$ cat config.mk
export PLATFORM = sky130hd
export DESIGN_NAME = hub75_scan_ctrl
export DESIGN_NICKNAME = d
export VERILOG_FILES = /design/src/rtl/hub75_scan_ctrl.sv
export SDC_FILE = /design/constraint.sdc
export NUM_CORES = 1
export LEC_CHECK = 0
export ABC_AREA = 0
export BUFFER_PORTS_ARGS = -buffer_cell sky130_fd_sc_hd__buf_2
export CORE_MARGIN = 3
export CORE_UTILIZATION = 59
export CTS_CLUSTER_SIZE = 24
export DETAILED_ROUTE_END_ITERATION = 6
export PLACE_DENSITY = 0.92
export SYNTH_ARGS = -nofsm -noshare
export SYNTH_HDL_FRONTEND = slang
export SYNTH_SLANG_ARGS = --single-unit
$ cat constraint.sdc
create_clock -name clk -period 3.8 [get_ports clk]
set_input_delay 0.76 -clock clk [delete_from_list [all_inputs] [get_ports clk]]
set_output_delay 0.76 -clock clk [all_outputs]
set_load 0.01 [all_outputs]
$ cat src/rtl/hub75_scan_ctrl.sv
// hub75_scan_ctrl: HUB75 row scanner that fetches upper/lower pixels, shifts PWM bit-planes and lights each row
// between blanking guards.
module hub75_scan_ctrl #(
  parameter int COLS       = 64,
  parameter int ROW_BITS   = 4,
  parameter int PWM_BITS   = 7,
  parameter int COLOR_BITS = 8,
  parameter int CLK_DIV    = 2,
  parameter int OE_GAP     = 4,
  parameter int ON_CYCLES  = 8
) (
  input  logic                             clk,
  input  logic                             rst,
  input  logic                             display_ena,
  output logic [ROW_BITS+$clog2(COLS)-1:0] pix_addr,
  input  logic [3*COLOR_BITS-1:0]          pix_rgb1,
  input  logic [3*COLOR_BITS-1:0]          pix_rgb2,
  output logic [2:0]                       display_rgb1,
  output logic [2:0]                       display_rgb2,
  output logic [ROW_BITS-1:0]              d_addr,
  output logic                             d_clk,
  output logic                             d_lat,
  output logic                             d_oe,
  output logic                             frame_done,
  output logic                             busy
);
  localparam int CB = $clog2(COLS);
  localparam int T1 = CLK_DIV > OE_GAP ? CLK_DIV : OE_GAP;
  localparam int TMAX = T1 > ON_CYCLES ? T1 : ON_CYCLES;
  localparam int TW = $clog2(TMAX + 1);
  localparam logic [PWM_BITS-1:0] PMAX = PWM_BITS'(2**PWM_BITS - 2);
  localparam logic [CB-1:0] CMAX = CB'(COLS - 1);
  typedef enum logic [2:0] {IDLE, FETCH, LOAD, SHIFT, BLANK_PRE, LATCH, BLANK_POST, SHOW} state_t;
  state_t state_q, state_d;
  logic [TW-1:0] cnt_q, cnt_d, dur;
  logic [CB-1:0] col_q, col_d;
  logic [PWM_BITS-1:0] plane_q, plane_d;
  logic [ROW_BITS-1:0] row_q, row_d, d_addr_q, d_addr_d;
  logic [ROW_BITS+CB-1:0] pix_addr_q, pix_addr_d;
  logic [2:0] rgb1_q, rgb1_d, rgb2_q, rgb2_d, cmp1, cmp2;
  logic d_clk_q, d_clk_d, d_lat_q, d_lat_d, d_oe_q, d_oe_d, fd_q, fd_d, busy_q, busy_d, last;
  logic unused_bits;
  assign unused_bits = ^{pix_rgb1, pix_rgb2};
  assign dur = state_q inside {LOAD, SHIFT, LATCH} ? TW'(CLK_DIV) :
               state_q inside {BLANK_PRE, BLANK_POST} ? TW'(OE_GAP) :
               state_q == SHOW ? TW'(ON_CYCLES) : TW'(1);
  assign last = cnt_q == dur - TW'(1);
  always_comb begin
    for (int i = 0; i < 3; i++) begin
      cmp1[i] = pix_rgb1[i*COLOR_BITS+COLOR_BITS-1 -: PWM_BITS] > plane_q;
      cmp2[i] = pix_rgb2[i*COLOR_BITS+COLOR_BITS-1 -: PWM_BITS] > plane_q;
    end
  end
  always_comb begin
    state_d = state_q;
    col_d = col_q;
    plane_d = plane_q;
    row_d = row_q;
    fd_d = 1'b0;
    cnt_d = last ? '0 : cnt_q + TW'(1);
    if (last)
      case (state_q)
        IDLE: if (display_ena) begin
          state_d = FETCH;
          col_d = '0;
          plane_d = '0;
          row_d = '0;
        end
        FETCH: state_d = LOAD;
        LOAD: state_d = SHIFT;
        SHIFT: begin
          state_d = col_q == CMAX ? BLANK_PRE : FETCH;
          col_d = col_q == CMAX ? col_q : col_q + CB'(1);
        end
        BLANK_PRE: state_d = LATCH;
        LATCH: state_d = BLANK_POST;
        BLANK_POST: state_d = SHOW;
        SHOW: begin
          col_d = '0;
          plane_d = plane_q == PMAX ? '0 : plane_q + PWM_BITS'(1);
          row_d = plane_q == PMAX ? row_q + ROW_BITS'(1) : row_q;
          fd_d = plane_q == PMAX && &row_q;
          state_d = fd_d && !display_ena ? IDLE : FETCH;
        end
      endcase
    pix_addr_d = state_d == FETCH ? {row_d, col_d} : pix_addr_q;
    // store data arrives one clock after the address, so sample it at the end of the first LOAD clock
    rgb1_d = state_q == LOAD && cnt_q == '0 ? cmp1 : rgb1_q;
    rgb2_d = state_q == LOAD && cnt_q == '0 ? cmp2 : rgb2_q;
    d_addr_d = state_d == LATCH && state_q == BLANK_PRE ? row_q : d_addr_q;
    d_clk_d = state_d == SHIFT;
    d_lat_d = state_d == LATCH;
    d_oe_d = state_d != SHOW;
    busy_d = state_q != IDLE;
  end
  always_ff @(posedge clk or negedge rst)
    if (!rst) begin
      state_q <= IDLE;
      cnt_q <= '0;
      col_q <= '0;
      plane_q <= '0;
      row_q <= '0;
      pix_addr_q <= '0;
      rgb1_q <= '0;
      rgb2_q <= '0;
      d_addr_q <= '0;
      d_clk_q <= 1'b0;
      d_lat_q <= 1'b0;
      d_oe_q <= 1'b1;
      fd_q <= 1'b0;
      busy_q <= 1'b0;
    end else begin
      state_q <= state_d;
      cnt_q <= cnt_d;
      col_q <= col_d;
      plane_q <= plane_d;
      row_q <= row_d;
      pix_addr_q <= pix_addr_d;
      rgb1_q <= rgb1_d;
      rgb2_q <= rgb2_d;
      d_addr_q <= d_addr_d;
      d_clk_q <= d_clk_d;
      d_lat_q <= d_lat_d;
      d_oe_q <= d_oe_d;
      fd_q <= fd_d;
      busy_q <= busy_d;
    end
  assign pix_addr = pix_addr_q;
  assign display_rgb1 = rgb1_q;
  assign display_rgb2 = rgb2_q;
  assign d_addr = d_addr_q;
  assign d_clk = d_clk_q;
  assign d_lat = d_lat_q;
  assign d_oe = d_oe_q;
  assign frame_done = fd_q;
  assign busy = busy_q;
endmodule
==> summary.txt, run 1 <==
Floorplan
  – Row cnt: 26
  – Horiz. Die Dim: between 80 and 90 µm
  – Die Height: approximately 81 µm
  – Io pins: 76
  – Initial cell density of the core: around 63%
  – Die area: 6590 µm²
  – Area of the core: 5270 µm²

STA
  – Relative slew margins: between 20 and 30%
  – Period Utilization, post-route: 71.9%
  – RSZ-0062 raised after global routing: false
  – Worst-margin pin slew: 1.06 ns
  – Final setup viols: 0
  – Clock skew: 0.00569 ns
  – Final WS setup: 1.07 ns
  – Upper clock frequency limit: between 300 and 400 MHz
  – Max-slew violations: 0
  – Final hold vios: 0
  – Fin crit period: 2.73 ns
  – Setup TNS: 0 ns

Power
  – Power share of the clock group: 32.1%
  – Tot Pwr: a little over 0.9 mW
  – Cell leakage power: between 1.5 and 2 nW
  – Pwr Density: 242 nW/µm²
  – Comb pwr share: 10.7%
  – Switching Fraction: 23.6%
  – VDD IR max: approximately 220 µV
  – Sequential share of power: a little under three fifths
  – Switching Power: about 0.22 mW
  – Internal power: about 0.71 mW

Logic synthesis
  – Multiplexer share of the synthesized area: 4.73%
  – Xor/xnor share of the synthesized area: 1.31%
  – Distinct cells, synth: 52
  – Synth top area cells: dfrtp_1, ha_1, o21ai_0, mux2_2, inv_1
  – Syn Std Cell Area: 3330 µm²
  – Post-synthesis cell count: 345
  – Top post-synthesis cells by count: dfrtp_1, ha_1, o21ai_0
  – Syn_nets: 444
  – Avg Cell Area, Syn: between 9 and 10 µm²
  – Area share of fa/ha/maj cells after synthesis: between 10% and 20%
  – Syn. warnings: 0
  – Number of synthesized register bits: 49
  – Post-synthesis compound-gate area fraction: between 10% and 20%
  – Seq/Total Area, Yosys: roughly 37%
  – Area leader, netlist: dfrtp_1
  – Main combinational cell family by area after synthesis: compound AO/OA/AOI/OAI gates
  – Top_reg_cell synth: dfrtp_1
  – Simple-gate area share of the yosys netlist: 15.9%
  – Post-synth top area share: 36.0%
  – Number of synthesized flops with an enable pin: 0
  – Asr flop ratio synth: 100%

Placement
  – Placer Congestion: roughly 0.94
  – Dpl hpwl: 5970 µm
  – Place WS: between 1 and 1.5 ns
  – Post-placement cell count: 478
  – Port-buffer cells: 69

Route
  – DRC violations left: 0
  – Vias per cell: 6.07
  – WL/cell: between 15 and 20 µm
  – Routed WL: between 7000 and 8000 µm
  – First-pass detailed-route iteration total: 5
  – Initial DRC count: 202
  – Via count: 2949
  – Post-route ant nets: 0

Final layout
  – Finished Layout Cells: 486
  – # fillers: 390
  – Area delta synth->final: 14.6%
  – Layout Utilization: 72.5%
  – Layout cells sized above 1: 24.8%
  – Diode count: 0
  – Nets: 514

Critical path
  – Startpoint types: flip-flop
  – CP required: 3.99 ns
  – Setup CP Type: flip-flop to flip-flop
  – CP max stage cell: dfrtp_1
  – CP Capture Type: flip-flop
  – Crit path arrival time: a little under 3 ns
  – CP Max Fanout: 17
  – Crit-path cells: or4_1, a21oi_2, o21ai_2, nor2_1, nand4_1, mux2_2
  – Worst Setup SP: state_q[2]
  – CP max stage delay: ~0.55 ns
  – Critical R2R Launch: state_q[2]

Worst hold path
  – Worst hold path class: flip-flop to flip-flop
  – Hold Startpoint: display_rgb1[0]

CTS
  – CTS H-tree lvls: 2
  – Skew-Pair Late Insertion Delay: approximately 0.30 ns
  – Post-CTS sizing: 0
  – Clock Tree Buf Depth: 2
  – CTS Sinks: 49
  – Setup Buffers After CTS: 0
  – Worst-path clk slew: 0.09 ns
  – Hold buffers post-CTS: 0
  – CTS tree: done
  – Root buffer selected by CTS: clkbuf_8
  – CTS Buf Count: 5

GRT
  – Vias in the first global route: between 2000 and 3000
  – GRT Resource Usage Total: 23.9%
  – First-pass GRT wire length: 12300 µm
  – Largest net degree at the start of global routing: 50
  – Initial antenna violation count: 0
  – Global route overflow: 0

Job
  – Maxcap violations: 0

Run status
  – Outcome: complete, no violations
## placed cells by master, fill, tap and decap left out, types with 2 or more instances in the layout
master and instances:
o31ai_1 3, inv_1 28, nor2b_1 7, o41ai_1 3
mux2_2 12, dfrtp_1 48, a21oi_1 13, o21bai_1 2
o22ai_1 7, clkbuf_8 5, buf_2 69, mux2_1 2
o211ai_1 3, nor4_1 3, or4_1 5, nand2_1 20
ha_1 48, nand3_1 18, clkbuf_1 2, a31oi_1 2
o21ai_2 2, or3_1 2, o21a_1 6, nor3_1 4
xnor2_1 4, and2_1 2, nor2_1 16, a21o_1 13
or2_2 3, nand4_1 12, o21ai_0 30
## final cells by class
cell class / instances / area [µm²] / area share (%)
tap: 70 / 87.6 / 2.29
inverter: 29 / 109 / 2.85
clock inverter: 1 / 7.51 / 0.197
multi-input combinational: 261 / 1970 / 51.5
clock buffer: 7 / 76.3 / 2.00
timing repair buffer: 69 / 345 / 9.04
sequential: 49 / 1230 / 32.1
## critical path: cells and delay by family (launching register included)
kind | cells | cell delay, ns
muxes | 1 | 0.37
DFF | 1 | 0.55
and+or+nand+nor | 3 | 1.29
AOI/OAI and AO/OA | 2 | 0.40
## power by group through the flow
stage                     combinational (mW)  sequential (mW)  clock [mW]
after floorplan                       0.0465            0.541           0
after global placement                0.0930            0.539           0
after detailed placement              0.0997            0.539           0
after CTS                             0.0999            0.528       0.301
after global routing                   0.113            0.529       0.325
final                                 0.0993            0.528       0.296
## cells by family (layout without fill, tap and decap cells)
kind of cell             count (synthesis)  in the layout
adder cells (fa/ha/maj)                 48             48
buffers and inverters                   35            106
AO/OA/AOI/OAI                           94             94
multiplexers                            14             14
AND/OR/NAND/NOR                        100            100
XOR/XNOR                                 5              5
flip-flops                              49             49
## state kept, by name, indices dropped and copies added (netlist names)
| register | flops |
|---|---|
| frame_done | 1 |
| state_q | 3 |
| plane_q | 7 |
| d_clk | 1 |
| cnt_q | 4 |
| display_rgb2 | 3 |
| d_oe | 1 |
| busy | 1 |
| display_rgb1 | 3 |
| col_q | 6 |
| d_addr | 4 |
| pix_addr | 10 |
| d_lat | 1 |
| row_q | 4 |
## path summary, 6_finish.rpt
check	to	slack [ns]	cells past startpoint
worst min-delay path	display_rgb1[0]	0.48	2
min in group asynchronous	d_clk	0.64	1
worst max-delay path	d_addr[2]	1.07	6
worst min register to register	display_rgb1[0]	0.48	2
worst max register to register	d_addr[2]	1.07	6
max in group asynchronous	plane_q[2]	2.50	1
## stage by stage
stage	area [µm²]	hold WS, ns
CTS	3820	0.486
detailed placement	3740	0.467
floorplan	3330	0.464
global placement	3740	0.465
finish	3820	0.478
global route	3820	0.513
## routing by layer
metal | global-route usage (%) | vias to the layer above | wire, µm
met1 | 29.6 | 1404 | 3300
met4 | 6.25 | 0 | 119
li1 | - | 1415 | -
met2 | 43.0 | 116 | 3900
met3 | 4.10 | 14 | 474
met5 | 0 | - | 0
Power figures use the tool's default switching activity.
==> inputs of run 2 (changes only) <==
--- a/config.mk
+++ b/config.mk
@@ -8,10 +8,10 @@
 export ABC_AREA = 0
 export BUFFER_PORTS_ARGS = -buffer_cell sky130_fd_sc_hd__buf_2
 export CORE_MARGIN = 3
-export CORE_UTILIZATION = 59
+export CORE_UTILIZATION = 49
 export CTS_CLUSTER_SIZE = 24
 export DETAILED_ROUTE_END_ITERATION = 6
-export PLACE_DENSITY = 0.92
+export PLACE_DENSITY = 0.82
 export SYNTH_ARGS = -nofsm -noshare
 export SYNTH_HDL_FRONTEND = slang
 export SYNTH_SLANG_ARGS = --single-unit
==> constraint.sdc (replaced) <==
create_clock -name clk -period 2.3 [get_ports clk]
set_input_delay 0.46 -clock clk [delete_from_list [all_inputs] [get_ports clk]]
set_output_delay 0.46 -clock clk [all_outputs]
set_load 0.01 [all_outputs]
==> summary.txt, run 2 (synthesis results as in run 1) <==
Critical path
  – Delay-heaviest family, CP: compound AO/OA/AOI/OAI gates
  – CP max stage delay: 0.55 ns
  – FF-to-FF End: pix_addr[3]
  – Worst r2r path cells: 7
  – Crit-path cells: or4_4, a21oi_4, buf_6, o211ai_1, o21ai_1, o31ai_2, mux2_2
  – CP Max Fanout: 5
  – Worst Setup SP: cnt_q[0]
  – CP Capture Type: flip-flop
  – CP required: 2.49 ns
  – Critical R2R Launch: cnt_q[0]
  – Startpoint types: flip-flop
  – CP Buf/Inv Count: 1
  – Crit path arrival time: 2.52 ns
  – FF-to-FF setup slack: -0.03 ns
  – CP max stage cell: or4_4
  – Setup CP Type: flip-flop to flip-flop

Route
  – Vias per cell: 5.91
  – Initial DRC count: 210
  – First-pass detailed-route iteration total: 4
  – Via count: 3134
  – WL/cell: 16.1 µm
  – Post-route ant nets: 0
  – Routed WL: 8560 µm
  – DRC violations left: 0

GRT
  – First-pass GRT wire length: 13900 µm
  – Global route overflow: 0
  – Initial antenna violation count: 0
  – GRT Resource Usage Total: 22.4%
  – Largest net degree at the start of global routing: 27
  – Vias in the first global route: 3104

CTS
  – Clock Tree Buf Depth: 2
  – Hold buffers post-CTS: 0
  – Worst-path clk slew: approximately 0.080 ns
  – CTS Buf Count: 5
  – Root buffer selected by CTS: clkbuf_8
  – CTS H-tree lvls: 2
  – Skew-Pair Late Insertion Delay: roughly 0.30 ns
  – CTS Sinks: 49
  – CTS tree: done

Final layout
  – Diode count: 0
  – Area delta synth->final: 27.2%
  – Most frequent cells in the layout: buf_2, ha_1, dfrtp_1, buf_4, inv_1
  – Finished Layout Cells: 530
  – Nets: roughly 550
  – Layout cells sized above 1: 32.7%
  – Max reg flops: 10
  – Design Area, Final: between 4000 and 5000 µm²
  – Most common cell after layout, fill and taps aside: buf_2

Floorplan
  – Area of the core: 6460 µm²
  – Row cnt: 29
  – Die Height: ~88 µm
  – Horiz. Die Dim: 88.5 µm
  – Initial cell density of the core: 51.6%
  – Die area: 7830 µm²
  – Io pins: 76

Placement
  – Placed inst area: 4010 µm²
  – Post-placement cell count: about 520
  – Dpl hpwl: 6250 µm
  – Placer Congestion: 0.897
  – Place WS: -0.0499 ns
  – Port-buffer cells: slightly below 70

Power
  – Sequential share of power: 55.2%
  – Switching Power: 0.357 mW
  – Power share of the clock group: 34.1%
  – Pwr Density: about 370 nW/µm²
  – Cell leakage power: 1.95 nW
  – Switching Fraction: between 20% and 30%
  – Tot Pwr: 1.58 mW
  – VDD IR max: 424 µV
  – Internal power: around 1.2 mW
  – Comb pwr share: 10.7%

STA
  – Hold Slack: 0.148 ns
  – Relative slew margins: 61.9%
  – Final WS setup: -0.0323 ns
  – Fin crit period: 2.33 ns
  – RSZ-0062 raised after global routing: true
  – Upper clock frequency limit: about 430 MHz
  – Max-slew violations: 0
  – Period Utilization, post-route: 101%
  – Clock skew: 0.00490 ns
  – Worst-margin pin slew: 0.572 ns
  – Final setup viols: 4
  – Final hold vios: 0

Job
  – Maxcap violations: 0

Worst hold path
  – Worst hold path class: input port to asynchronous set/reset pin

Run status
  – Outcome: finished with violations
  – Failing checks: setup timing
==> run 2: how the worst max path moves through the flow <==
stage | end | slack, ns | depth (start not counted)
floorplan | pix_addr[0] | -0.005 | 6
global route | pix_addr[3] | -0.12 | 7
global placement | pix_addr[9] | 0.05 | 5
CTS | pix_addr[9] | -0.009 | 7
finish | pix_addr[3] | -0.03 | 7
detailed placement | pix_addr[9] | -0.05 | 5
==> run 2: power groups by stage <==
stage          combinational (mW)  sequential (mW)  clock, mW
2_1_floorplan              0.0768            0.894          0
3_3_place_gp                0.157            0.890          0
3_5_place_dp                0.170            0.891          0
4_1_cts                     0.170            0.874      0.550
5_1_grt                     0.194            0.875      0.590
6_report                    0.169            0.874      0.540
==> run 2: metrics by stage <==
stage | util, % | setup TNS, ns
finish | 65.6 | -0.0464
floorplan | - | -0.0402
CTS | 64.9 | -0.00900
global route | 65.6 | -0.737
global placement | 62.0 | 0
detailed placement | 62.0 | -0.0597
==> run 2: final cells by class <==
cell class	instances	area (µm²)
inverters	29	109
fillers	509	2220
repair buffers	106	656
clock buffers	7	96.3
flip-flops and latches	49	1230
clock inverters	1	5.00
multi-input cells	261	2050
well taps	77	96.3
==> run 2: repair_timing <==
action,4_1_cts,5_1_grt
setup buffers,5,2
pin swaps,7,8
resized for setup,12,11
endpoints found under the setup margin,11,17
==> run 2: layer usage <==
metal	up-vias	track usage (%)	wire length, µm
li1	1488	-	-
met1	1524	27.8	3610
met2	102	39.9	4370
met3	20	3.07	414
met4	0	7.69	161
met5	-	0	0
